==> src/rtl/tabellone.sv <==
// Scoreboard for the manche stage: per-game totals, round count in the
// current game and a 4-deep history FIFO of game results.
module tabellone (
  input  logic       clk,
  input  logic       rst,
  input  logic [1:0] MANCHE,
  input  logic [1:0] PARTITA,
  input  logic       AZZERA,
  input  logic       LEGGI,
  output logic [3:0] VINTE_PRIMO,
  output logic [3:0] VINTE_SECONDO,
  output logic [3:0] PAREGGI,
  output logic [2:0] MANCHE_CORR,
  output logic [1:0] STORICO,
  output logic       VALIDO,
  output logic       PIENO,
  output logic       PERSO
);

  typedef enum logic [1:0] {ATTESA, IN_GIOCO, FINE} stato_t;

  stato_t      stato_q, stato_d;
  logic [3:0]  vp_q, vp_d, vs_q, vs_d, par_q, par_d;
  logic [2:0]  mc_q, mc_d;
  logic [1:0]  mem_q [4];
  logic [1:0]  mem_d [4];
  logic [1:0]  wr_q, wr_d, rd_q, rd_d;
  logic [2:0]  cnt_q, cnt_d;
  logic [1:0]  storico_q, storico_d;
  logic        valido_q, valido_d, pieno_q, pieno_d, perso_q, perso_d;
  logic        fine_partita, push, pop;

  function automatic logic [3:0] sat_inc(input logic [3:0] v);
    return (v == 4'd15) ? v : v + 4'd1;
  endfunction

  always_comb begin
    stato_d      = stato_q;
    vp_d         = vp_q;
    vs_d         = vs_q;
    par_d        = par_q;
    mc_d         = mc_q;
    mem_d        = mem_q;
    wr_d         = wr_q;
    rd_d         = rd_q;
    cnt_d        = cnt_q;
    perso_d      = perso_q;
    fine_partita = 1'b0;
    push         = 1'b0;
    pop          = LEGGI && (cnt_q != 3'd0);

    case (stato_q)
      FINE: begin
        if (PARTITA == 2'b00) begin
          stato_d = ATTESA;
          mc_d    = '0;
        end
      end
      default: begin
        if (MANCHE != 2'b00 && mc_q != 3'd7) mc_d = mc_q + 3'd1;
        if (PARTITA != 2'b00) begin
          stato_d      = FINE;
          fine_partita = 1'b1;
        end else if (MANCHE != 2'b00) begin
          stato_d = IN_GIOCO;
        end
      end
    endcase

    if (fine_partita) begin
      case (PARTITA)
        2'b01:   vp_d  = sat_inc(vp_q);
        2'b10:   vs_d  = sat_inc(vs_q);
        default: par_d = sat_inc(par_q);
      endcase
      push = 1'b1;
    end

    if (pop) rd_d = rd_q + 2'd1;

    // When full, a simultaneous pop frees the slot the push reuses (wr == rd).
    if (push) begin
      if (cnt_q != 3'd4 || pop) begin
        mem_d[wr_q] = PARTITA;
        wr_d        = wr_q + 2'd1;
        if (!pop) cnt_d = cnt_q + 3'd1;
      end else begin
        perso_d = 1'b1;
      end
    end else if (pop) begin
      cnt_d = cnt_q - 3'd1;
    end

    if (AZZERA) begin
      stato_d = (PARTITA != 2'b00) ? FINE : ATTESA;
      vp_d    = '0;
      vs_d    = '0;
      par_d   = '0;
      mc_d    = '0;
      wr_d    = '0;
      rd_d    = '0;
      cnt_d   = '0;
      perso_d = 1'b0;
    end

    storico_d = (cnt_d == 3'd0) ? 2'b00 : mem_d[rd_d];
    valido_d  = (cnt_d != 3'd0);
    pieno_d   = (cnt_d == 3'd4);
  end

  always_ff @(posedge clk or posedge rst) begin
    if (rst) begin
      stato_q   <= FINE;
      vp_q      <= '0;
      vs_q      <= '0;
      par_q     <= '0;
      mc_q      <= '0;
      mem_q     <= '{default: '0};
      wr_q      <= '0;
      rd_q      <= '0;
      cnt_q     <= '0;
      storico_q <= '0;
      valido_q  <= 1'b0;
      pieno_q   <= 1'b0;
      perso_q   <= 1'b0;
    end else begin
      stato_q   <= stato_d;
      vp_q      <= vp_d;
      vs_q      <= vs_d;
      par_q     <= par_d;
      mc_q      <= mc_d;
      mem_q     <= mem_d;
      wr_q      <= wr_d;
      rd_q      <= rd_d;
      cnt_q     <= cnt_d;
      storico_q <= storico_d;
      valido_q  <= valido_d;
      pieno_q   <= pieno_d;
      perso_q   <= perso_d;
    end
  end

  assign VINTE_PRIMO   = vp_q;
  assign VINTE_SECONDO = vs_q;
  assign PAREGGI       = par_q;
  assign MANCHE_CORR   = mc_q;
  assign STORICO       = storico_q;
  assign VALIDO        = valido_q;
  assign PIENO         = pieno_q;
  assign PERSO         = perso_q;

endmodule
==> config.mk <==
export PLATFORM = sky130hd
export DESIGN_NAME = tabellone
export DESIGN_NICKNAME = d
export VERILOG_FILES = /design/src/rtl/tabellone.sv
export SDC_FILE = /design/constraint.sdc
export NUM_CORES = 1
export LEC_CHECK = 0
export BUFFER_PORTS_ARGS = -buffer_cell sky130_fd_sc_hd__buf_2
export CAP_MARGIN = 20
export CORE_MARGIN = 2
export CORE_UTILIZATION = 56
export DETAILED_ROUTE_END_ITERATION = 6
export PLACE_DENSITY = 0.78
export SLEW_MARGIN = 20
export SYNTH_ARGS = -nofsm -noshare
export SYNTH_HDL_FRONTEND = slang
export SYNTH_SLANG_ARGS = --single-unit
==> constraint.sdc <==
create_clock -name clk -period 2.3 [get_ports clk]
set_input_delay 0.46 -clock clk [delete_from_list [all_inputs] [get_ports clk]]
set_output_delay 0.46 -clock clk [all_outputs]
set_load 0.005 [all_outputs]
==> Word-level counts from Yosys, hierarchy flattened <==
Cells that the tools add are included.
{ "classes": {"order_cmp": 3, "div": 0, "n_mul": 0, "shifts": 0, "n_bitwise": 2, "eq_ne": 15, "n_addsub": 8, "muxes": 47, "reduce_logical": 25} }
{ "op_table": {"columns": ["cell", "n"], "rows": [
  ["$mux 4", 12],
  ["$mux 2", 15],
  ["$mux 3", 9],
  ["$mux 8", 2],
  ["$reduce_bool 2->1", 7],
  ["$add 4x1->4 const B", 3],
  ["$eq 4x4->1 const B", 3],
  ["$ne 3x3->1 const B", 3],
  ["$reduce_and 3->1", 3],
  ["$reduce_bool 3->1", 3],
  ["$bwmux 8", 1],
  ["$ne 2x2->1 const B", 4],
  ["$reduce_and 2->1", 4],
  ["$add 3x1->3 const B", 2],
  ["$ge 3x3->1 const B", 2],
  ["$mux 1", 6],
  ["$not 2->3", 2],
  ["$add 2x1->2 const B", 2],
  ["$bmux 2 s2", 1],
  ["$demux 2 s2", 1],
  ["$eq 2x2->1 const B", 2],
  ["$reduce_bool 4->1", 1],
  ["$eq 3x3->1 const B", 1],
  ["$logic_and 1x1->1", 3],
  ["8 further kinds", 8]
]} }
{ "totals": {"regBits": 37, "ramBits": 0, "n_memories": 0, "latchBits": 0, "wordCells": 116, "rom_bits": 0, "in_bits": 8, "out_inout_bits": 20} }

==> Longest topological paths before layout <==
Gate-level depths: netlist of the first run.
{ "depth": {"ltp_word": 12, "mapped_depth": 8, "depth_no_buf": 8} }

==> Worst setup path before layout of the first run <==
OpenSTA, ideal clock, no wires.
{ "synth_path": {"path_type": "reg-to-reg", "startpoint": "reg cnt_q[1]", "endpoint": "reg storico_q[1], in the netlist STORICO[1]", "path_stages_with_launch": 9, "setup_ns": 0.077, "n_path_buf": 0, "required_time_ns": 2.223, "synth_period_minus_slack_ns": 1.989, "arrival_time_ns": 1.912, "setup_slack_ns": 0.311, "path_cell_list": "dfrtp_1 -> inv_1 -> ha_1 -> mux2_4 -> or3_1 -> and3_4 -> nor3_4 -> nor2_2 -> a21oi_1"} }
{ "synth_between": {"elab_cells_between_ends": 21, "classes_between": "add/sub: 2; eq/ne: 1; mux: 13; bitwise: 1; reduce/logical: 4"} }
{ "synth_lines": {"columns": ["element", "line", "text"], "rows": [
  ["start: declaration", "28", "logic [2:0] cnt_q, cnt_d;"],
  ["start signal: assignment", "135", "cnt_q <= cnt_d;"],
  ["$reduce_bool 3->1", "50", "pop = LEGGI && (cnt_q != 3'd0);"],
  ["$logic_and 1x1->1", "50", null],
  ["$mux 3 / $logic_or 1x1->1 (equally long branches)", "86, 83", null],
  ["$mux 3", "83", "if (cnt_q != 3'd4 || pop) begin"],
  ["$mux 3 (*)", "82", "if (push) begin"],
  ["$mux 3 (*)", "94", "if (AZZERA) begin"],
  ["net cnt_d[0]", "28", null],
  ["$logic_not 3->1 (*)", "106", "storico_d = (cnt_d == 3'd0) ? 2'b00 : mem_d[rd_d];"],
  ["$mux 2 (*)", "106", null],
  ["net storico_d[1]", "29", "logic [1:0] storico_q, storico_d;"],
  ["end signal: assignment", "136", "storico_q <= storico_d;"],
  ["end: declaration", "29", null]
]} }
The timed path passes the listed nets; every way through them passes the cells marked *. The select of a mux whose other input is x is not followed.
A chain may end at the register's enable or synchronous reset.

==> Worst setup path after layout of the first run <==
Same ends and word-level chain as after synthesis.

==> results of run 1 <==
[power by group through the flow]
stage | combinational (mW) | clock, mW | sequential [mW]
after CTS | 0.476 | 0.346 | 0.784
final | 0.499 | 0.336 | 0.785
after floorplan | 0.332 | 0 | 0.793
after global placement | 0.444 | 0 | 0.795
after detailed placement | 0.471 | 0 | 0.797
after global routing | 0.553 | 0.372 | 0.794
[sequential cells by signal (all words and copies together) (netlist names), 3 cells and up]
register,flops
cnt_q,3
MANCHE_CORR,3
VINTE_SECONDO,4
VINTE_PRIMO,4
PAREGGI,4
mem_q,8
[worst min path at each step]
stage,depth (start not counted),start,to,slack (ns)
3_3_place_gp,1,mem_q[3]$_DFF_PP0_,mem_q[3]$_DFF_PP0_,0.48
6_report,3,rst,PAREGGI[2]$_DFFE_PP0P_,0.20
2_1_floorplan,1,mem_q[1]$_DFF_PP0_,mem_q[1]$_DFF_PP0_,0.47
5_1_grt,3,rst,VINTE_PRIMO[1]$_DFFE_PP0P_,0.22
3_5_place_dp,1,mem_q[2]$_DFF_PP0_,mem_q[2]$_DFF_PP0_,0.49
4_1_cts,3,rst,PAREGGI[2]$_DFFE_PP0P_,0.21
[area by class of cell]
type                    count  area (sq um)
clock inverters             2          10.0
fillers                   280          1100
well taps                  46          57.6
clock buffers               6          41.3
multi-input cells         135          1010
inverters                  10          37.5
repair buffers             33           180
flip-flops and latches     37           927
[cell families after synthesis]
| kind of cell | after synthesis |
|---|---|
| AOI/OAI and AO/OA | 18 |
| and+or+nand+nor | 73 |
| xor gates and xnor gates | 10 |
| DFF | 37 |
| muxes | 19 |
| buffers and inverters | 16 |
| adders and majority gates | 15 |
[routing by layer]
layer	GRT usage [%]	vias up	wire, um
li1	-	712	-
met1	26.7	748	1780
met2	37.6	41	2070
met3	5.71	7	208
met4	9.24	0	68
met5	0	-	0
[stage by stage]
stage | power (mW) | hold WS [ns]
finish | 1.62 | 0.196
CTS | 1.61 | 0.205
global route | 1.72 | 0.223
detailed placement | 1.27 | 0.491
global placement | 1.24 | 0.483
floorplan | 1.13 | 0.467
[critical path, stage by stage (launching register included)]
cell and delay (ns):
dfrtp_1 0.43, inv_1 0.14, ha_4 0.18, mux2_4 0.31, or3_1 0.33, and3_4 0.19
nor3_4 0.21, nor2_2 0.09, a21oi_1 0.20
[cell usage after synthesis]
master    number
nor2b_1        3
and3_4         1
xnor2_1        4
inv_1         10
nand2b_1       6
nor2_1        21
nand4_1        3
a311oi_2       1
mux2_4         1
and3_1         2
dfstp_2        1
nor3_1         3
or3_1          2
nor2_2         1
o21ai_0        2
nand2_1       15
nand3_1        8
o211ai_1       1
mux2_2        11
o311ai_2       1
nand4b_1       5
nand3b_2       1
a21oi_1       10
clkbuf_1       6
nor3b_1        1
a211o_1        1
dfrtp_1       36
a21boi_1       1
mux2i_1        6
ha_1          15
mux2i_2        1
xor2_1         6
nor3_4         1
a31oi_1        1
==> flow_summary.ini, run 1 <==
[routing]
drt_pass1_iterations = 5
antenna_left = 0
vias = 1508
drc_errors = 0
vias_per_cell = 5.61
drt-wirelength-per-cell_um = 15.3
first_iter_violations = 59
wl_um = 4120

[sta]
max_freq_ghz = 0.460
fin_tns_setup_ns = 0
worst_pin_slew_ns = 0.468
slew_headroom_pct = 68.8
skew_ns = 0.00658
post-route-worst-setup-slack_ns = 0.125
min_period_over_period_pct = 94.6
hold_viol_final = 0
period_needed_ns = 2.17
rsz0062_at_grt = false
slew_viol_final = 0
setup_viol = 0

[cts]
cts.sinks = 37
tritoncts.num_buffers = 5
cts-hold-fix-buffers = 0
path_clk_slew_ns = 0.12
cts_tree = built
cts_max_path_buffers = 2
htree_levels = 2
clk_latency_ns = 0.34
cts_resized = 0
ctsRootBufferMaster = clkbuf_4
post_cts_buffers = 0

[final_layout]
fin_util_pct = 67.3
syn_to_final_growth_pct = 14.1
final_cell_mix = 36 x dfrtp_1, 27 x buf_2, 21 x nor2_1, 15 x nand2_1, 14 x ha_1
drive_gt1_share_pct = 27.4
fin_area_sq_mm = 0.00226
stdcell_count = 269
antenna_cells = 0
layout_commonest_cell = dfrtp_1
final_nets = 245

[power_and_ir_drop]
p_leak_nw = 1.15
combPwrFrac_pct = 30.8
irDropWorstVdd_uv = 421
power.switching_uw = 529
p_int_mw = 1.09
clockPowerShare_pct = 20.7
power_frac_seq_pct = 48.5
power_density_mw_per_mm2 = 716
switching_share_pct = 32.7

[synth]
synthMuxAreaShare_pct = 10.7
synth_cell_types = 34
yosys_warnings = 0
synth.top_cell.area_share_pct = 45.4
synth_compound_area_share_pct = 6.12
synth-xor-area-share_pct = 4.42
seq_area_frac_synth_pct = 46.8
synthTopCellsByArea = dfrtp_1 45%, ha_1 9.5%, mux2_2 6.2%
yosysTopAreaCell = dfrtp_1
syn_inst = 188
syn_nets = 211
syn-cell-area_sq_mm = 0.00198
synth-adder-area-share_pct = 9.46
synth.avg_cell_area_sq_um = 10.5
ys_ff_latch = 37
synth_top_family_by_area = simple AND/OR/NAND/NOR gates
synth-simple-area-share_pct = 19.5

[global_routing]
grt_pass1_wl_um = 6860
grt_usage_pct = 22.2
grt_max_degree = 38
grt_pass1_vias = 1513
grt_overflow = 0
antenna_found_initial = 0

[critical_path]
cp-endpoint = STORICO[1]$_DFF_PP0_
rr_endpoint = STORICO[1]$_DFF_PP0_
worstPathRequired_ns = 2.56
reg2regPathDepth = 8
arrival_ns = 2.43
cp-start-kind = flip-flop
setup.worst_path.start = cnt_q[1]$_DFF_PP0_
worstPathMaxFanout = 5
path_class = flip-flop to flip-flop
r2r_start = cnt_q[1]$_DFF_PP0_
cp-end-kind = flip-flop
ff2ff_setup_slack_ns = 0.13

[floorplanning]
initial_utilization_pct = 59.0
fp-row-count = 21
core-area_sq_mm = 0.00336
die_x_um = 63.5
die-area_sq_mm = 0.00403
die_y_um = 63.5
pin_count = 28

[hold_path]
hold_path_class = primary input to async pin

[placed_design]
place.port_buffers = 27
dpl_cell_area_sq_mm = 0.00220
pre_cts_slack_ns = 0.132
dp_cells = 261
dpl.hpwl_um = 3020
place.gp.congestion = 0.832

[outcome]
status = finished, final reports clean

[flow_run]
maxCapViolations = 0
(Power assumes the default switching activity.)
==> inputs of run 2 (changes only) <==
- clock period: 2.3 -> 2.5 ns (I/O delays scaled with it)
==> flow_summary.ini, run 2 (same netlist as run 1, synthesis figures left out) <==
[cts]
cts_resized = 0
cts_tree = built
clk_latency_ns = 0.34
cts-hold-fix-buffers = 0
ctsRootBufferMaster = clkbuf_4
cts.sinks = 37
htree_levels = 2
cts_max_path_buffers = 2
post_cts_buffers = 0
path_clk_slew_ns = 0.11
tritoncts.num_buffers = 5

[power_and_ir_drop]
power_density_mw_per_mm2 = 647
clockPowerShare_pct = 20.6
combPwrFrac_pct = 28.9
power_frac_seq_pct = 50.4
p_leak_nw = 1.13
switching_share_pct = 31.7
irDropWorstVdd_uv = 367
power.switching_uw = 456
p_int_uw = 980
fin_total_pwr_mw = 1.44

[critical_path]
cpMaxStageDelayCell = dfrtp_1
worstPathMaxFanout = 5
cp-start-kind = flip-flop
crit_chain = inv_1 > ha_1 > mux2_4 > or3_1 > and3_4 > nor3_4 > nor2_2 > a21oi_1
worstPathRequired_ns = 2.76
cp-end-kind = flip-flop
critPathMaxStageDelay_ns = 0.44
path_class = flip-flop to flip-flop
arrival_ns = 2.49

[placed_design]
pre_cts_slack_ns = 0.169
dpl.hpwl_um = 2870
dpl_cell_area_sq_mm = 0.00217
dp_cells = 257
place.port_buffers = 27
place.gp.congestion = 0.831

[flow_run]
maxCapViolations = 0

[global_routing]
grt_pass1_wl_um = 6550
grt_overflow = 0
grt_pass1_vias = 1441
antenna_found_initial = 0
grt_usage_pct = 20.9
grt_max_degree = 38

[floorplanning]
die_x_um = 63.5
fp-row-count = 21
die-area_sq_mm = 0.00403
core-area_sq_mm = 0.00336
initial_utilization_pct = 59.0
die_y_um = 63.5
pin_count = 28

[routing]
vias_per_cell = 5.55
vias = 1471
drt-wirelength-per-cell_um = 14.4
drt_pass1_iterations = 4
wl_um = 3830
drc_errors = 0
first_iter_violations = 33
antenna_left = 0

[final_layout]
ff_latch_area_sq_um = 927
fin_util_pct = 66.0
antenna_cells = 0
syn_to_final_growth_pct = 11.9
final_cell_mix = 36 x dfrtp_1, 27 x buf_2, 21 x nor2_1, 15 x nand2_1, 15 x ha_1
largest_register_ffs = 8
multi_input_area_sq_um = 996
drive_gt1_share_pct = 25.6
final_nets = 241
fin_area_sq_mm = 0.00222
stdcell_count = 265
layout_commonest_cell = dfrtp_1
fill_cells = 271
regMostFlops = mem_q

[sta]
rsz0062_at_grt = false
hold_slack_ns = 0.242
slew_headroom_pct = 64.3
max_freq_ghz = 0.449
hold_viol_final = 0
min_period_over_period_pct = 89.0
post-route-worst-setup-slack_ns = 0.275
skew_ns = 0.00672
slew_viol_final = 0
period_needed_ns = 2.23
fin_tns_setup_ns = 0
setup_viol = 0
worst_pin_slew_ns = 0.531

[outcome]
status = finished, final reports clean

[hold_path]
hold_path_class = primary input to async pin
[run 2: path summary, 6_finish.rpt]
| kind | from | end | slack [ns] | depth (start not counted) |
|---|---|---|---|---|
| setup / recovery | cnt_q[1]$_DFF_PP0_ | STORICO[1]$_DFF_PP0_ | 0.27 | 8 |
| hold / removal | rst | stato_q[0]$_DFFE_PP0P_ | 0.24 | 3 |
| setup reg to reg | cnt_q[1]$_DFF_PP0_ | STORICO[1]$_DFF_PP0_ | 0.27 | 8 |
| hold reg to reg | mem_q[7]$_DFF_PP0_ | mem_q[7]$_DFF_PP0_ | 0.51 | 1 |
| max in group asynchronous | rst | stato_q[1]$_DFFE_PP1P_ | 1.92 | 3 |
| min in group clk | MANCHE[0] | stato_q[1]$_DFFE_PP1P_ | 0.45 | 4 |
[run 2: area by class of cell]
class / instances / share of cell area [%]
Tap cell: 46 / 2.59
Timing Repair Buffer: 29 / 6.76
Multi-Input combinational cell: 135 / 44.9
Inverter: 10 / 1.69
Clock inverter: 2 / 0.451
Sequential cell: 37 / 41.8
Clock buffer: 6 / 1.86
[run 2: power by group through the flow]
stage	sequential [mW]	combinational, mW	clock [mW]
after CTS	0.724	0.416	0.308
after detailed placement	0.736	0.414	0
after floorplan	0.729	0.306	0
after global placement	0.732	0.403	0
after global routing	0.733	0.461	0.338
final	0.724	0.416	0.296
[run 2: metal layers]
metal  share of wire, %  GRT usage (%)
met1                 44           27.2
met2                 50           32.6
met3                3.2           5.00
met4                3.2           10.1
met5                  0              0
[run 2: critical path: cells and delay by family (launching register included)]
family          cells  cell delay (ns)
mux                 1             0.33
simple gates        4             0.82
fa+ha+maj           1             0.27
buf+inv             1             0.12
flops               1             0.44
compound gates      1             0.18
==> inputs of run 3 (changes only) <==
==> constraint.sdc (replaced) <==
create_clock -name clk -period 2.4 [get_ports clk]
set_input_delay 0.36 -clock clk [delete_from_list [all_inputs] [get_ports clk]]
set_output_delay 0.36 -clock clk [all_outputs]
set_load 0.005 [all_outputs]
==> flow_summary.ini, run 3 (same netlist as run 1, synthesis figures left out) <==
[routing]
first_iter_violations = 78
drc_errors = 0
drt-wirelength-per-cell_um = 14.3
drt_pass1_iterations = 4
antenna_left = 0
wl_um = 3780
vias = 1445
vias_per_cell = 5.45

[critical_path]
arrival_ns = 2.49
critical_path_depth = 8
crit_chain = inv_1 > ha_1 > mux2_4 > or3_1 > and3_4 > nor3_4 > nor2_2 > a21oi_1
critPathMaxStageDelay_ns = 0.41
rr_endpoint = STORICO[1]$_DFF_PP0_
worstPathRequired_ns = 2.68
path_delay_family = simple AND/OR/NAND/NOR gates
cp-endpoint = STORICO[1]$_DFF_PP0_
cp-end-kind = flip-flop
cp-start-kind = flip-flop
ff2ff_setup_slack_ns = 0.18
setup.worst_path.start = cnt_q[0]$_DFF_PP0_
worstPathMaxFanout = 5
cpMaxStageDelayCell = dfrtp_1
path_class = flip-flop to flip-flop
path_buf_inv = 1
r2r_start = cnt_q[0]$_DFF_PP0_
reg2regPathDepth = 8

[power_and_ir_drop]
p_int_mw = 1.08
irDropWorstVdd_uv = 396
combPwrFrac_pct = 27.7
switching_share_pct = 30.6
power_frac_seq_pct = 48.2
power_density_mw_per_mm2 = 696
p_leak_nw = 1.14
fin_total_pwr_mw = 1.56
clockPowerShare_pct = 24.1
power.switching_uw = 477

[sta]
hold_viol_final = 0
rsz0062_at_grt = false
slew_headroom_pct = 63.5
setup_viol = 0
max_freq_ghz = 0.451
fin_tns_setup_ns = 0
period_needed_ns = 2.22
slew_viol_final = 0
skew_ns = 0.00948
worst_pin_slew_ns = 0.547
hold_slack_ns = 0.106
min_period_over_period_pct = 92.4

[placed_design]
place.gp.congestion = 0.861
place.port_buffers = 27
dpl.hpwl_um = 2800

[outcome]
status = finished, final reports clean

[floorplanning]
pin_count = 28
die_x_um = 63.5
fp-row-count = 21
die-area_sq_mm = 0.00403
initial_utilization_pct = 59.0
core-area_sq_mm = 0.00336
die_y_um = 63.5

[final_layout]
ff_latch_area_sq_um = 927
regMostFlops = mem_q
final_cell_mix = 36 x dfrtp_1, 27 x buf_2, 21 x nor2_1, 15 x nand2_1, 15 x ha_1
final_nets = 241
syn_to_final_growth_pct = 12.9
multi_input_area_sq_um = 996
fin_util_pct = 66.6
drive_gt1_share_pct = 26.0
antenna_cells = 0
largest_register_ffs = 8
fill_cells = 305
layout_commonest_cell = dfrtp_1

[global_routing]
antenna_found_initial = 0
grt_overflow = 0
grt_max_degree = 38
grt_pass1_wl_um = 6650
grt_usage_pct = 20.9
grt_pass1_vias = 1497

[cts]
cts_tree = built
path_clk_slew_ns = 0.11
post_cts_buffers = 0
cts_resized = 0
cts.sinks = 37
ctsRootBufferMaster = clkbuf_4
tritoncts.num_buffers = 5
cts-hold-fix-buffers = 0
htree_levels = 2
clk_latency_ns = 0.35
cts_max_path_buffers = 2

[flow_run]
maxCapViolations = 0

[hold_path]
hold_path_class = primary input to async pin
[run 3: cell types whose count changed in the layout (fill, tap and decap cells not counted), sizes merged]
cell / before / now
clkbuf: 6 / 7
clkinv: 2 / 1
[run 3: worst reg2reg max path, stage by stage, from the launching register on]
cell and delay [ns]:
dfrtp_1 0.41, inv_1 0.12, ha_1 0.29, mux2_4 0.33, or3_1 0.34, and3_4 0.19, nor3_4 0.21, nor2_2 0.09
a21oi_1 0.15
[run 3: how the worst min path moves through the flow]
stage | to | start | cells after the start
after floorplan | mem_q[1]$_DFF_PP0_ | mem_q[1]$_DFF_PP0_ | 1
after global placement | PAREGGI[1]$_DFFE_PP0P_ | rst | 3
after detailed placement | mem_q[5]$_DFF_PP0_ | mem_q[5]$_DFF_PP0_ | 1
after CTS | cnt_q[0]$_DFF_PP0_ | rst | 3
after global routing | cnt_q[0]$_DFF_PP0_ | rst | 3
final | VINTE_PRIMO[3]$_DFFE_PP0P_ | rst | 3
[run 3: cell type report]
type | count | share of cell area (%)
multi-input cells | 135 | 44.5
inverters | 10 | 1.68
clock buffers | 7 | 2.91
well taps | 46 | 2.57
clock inverters | 1 | 0.224
flip-flops and latches | 37 | 41.4
repair buffers | 29 | 6.71
[run 3: metrics by stage]
stage	instances	setup WS (ns)	instance area [sq um]
floorplan	188	0.411	1980
global placement	257	0.316	2170
detailed placement	257	0.238	2170
CTS	265	0.198	2240
global route	265	0.0824	2240
finish	265	0.183	2240
[run 3: routing by layer]
| metal | share of wire, % | up-vias | GRT usage (%) |
|---|---|---|---|
| li1 | - | 698 | - |
| met1 | 45 | 704 | 26.8 |
| met2 | 49 | 35 | 34.5 |
| met3 | 4.2 | 8 | 4.46 |
| met4 | 1.2 | 0 | 8.70 |
| met5 | 0 | - | 0 |
[run 3: power by group through the flow]
stage | Sequential [mW] | Combinational, mW | Clock, mW
5_1_grt | 0.764 | 0.478 | 0.419
4_1_cts | 0.751 | 0.433 | 0.380
2_1_floorplan | 0.760 | 0.319 | 0
3_5_place_dp | 0.764 | 0.432 | 0
3_3_place_gp | 0.761 | 0.418 | 0
6_report | 0.751 | 0.432 | 0.375
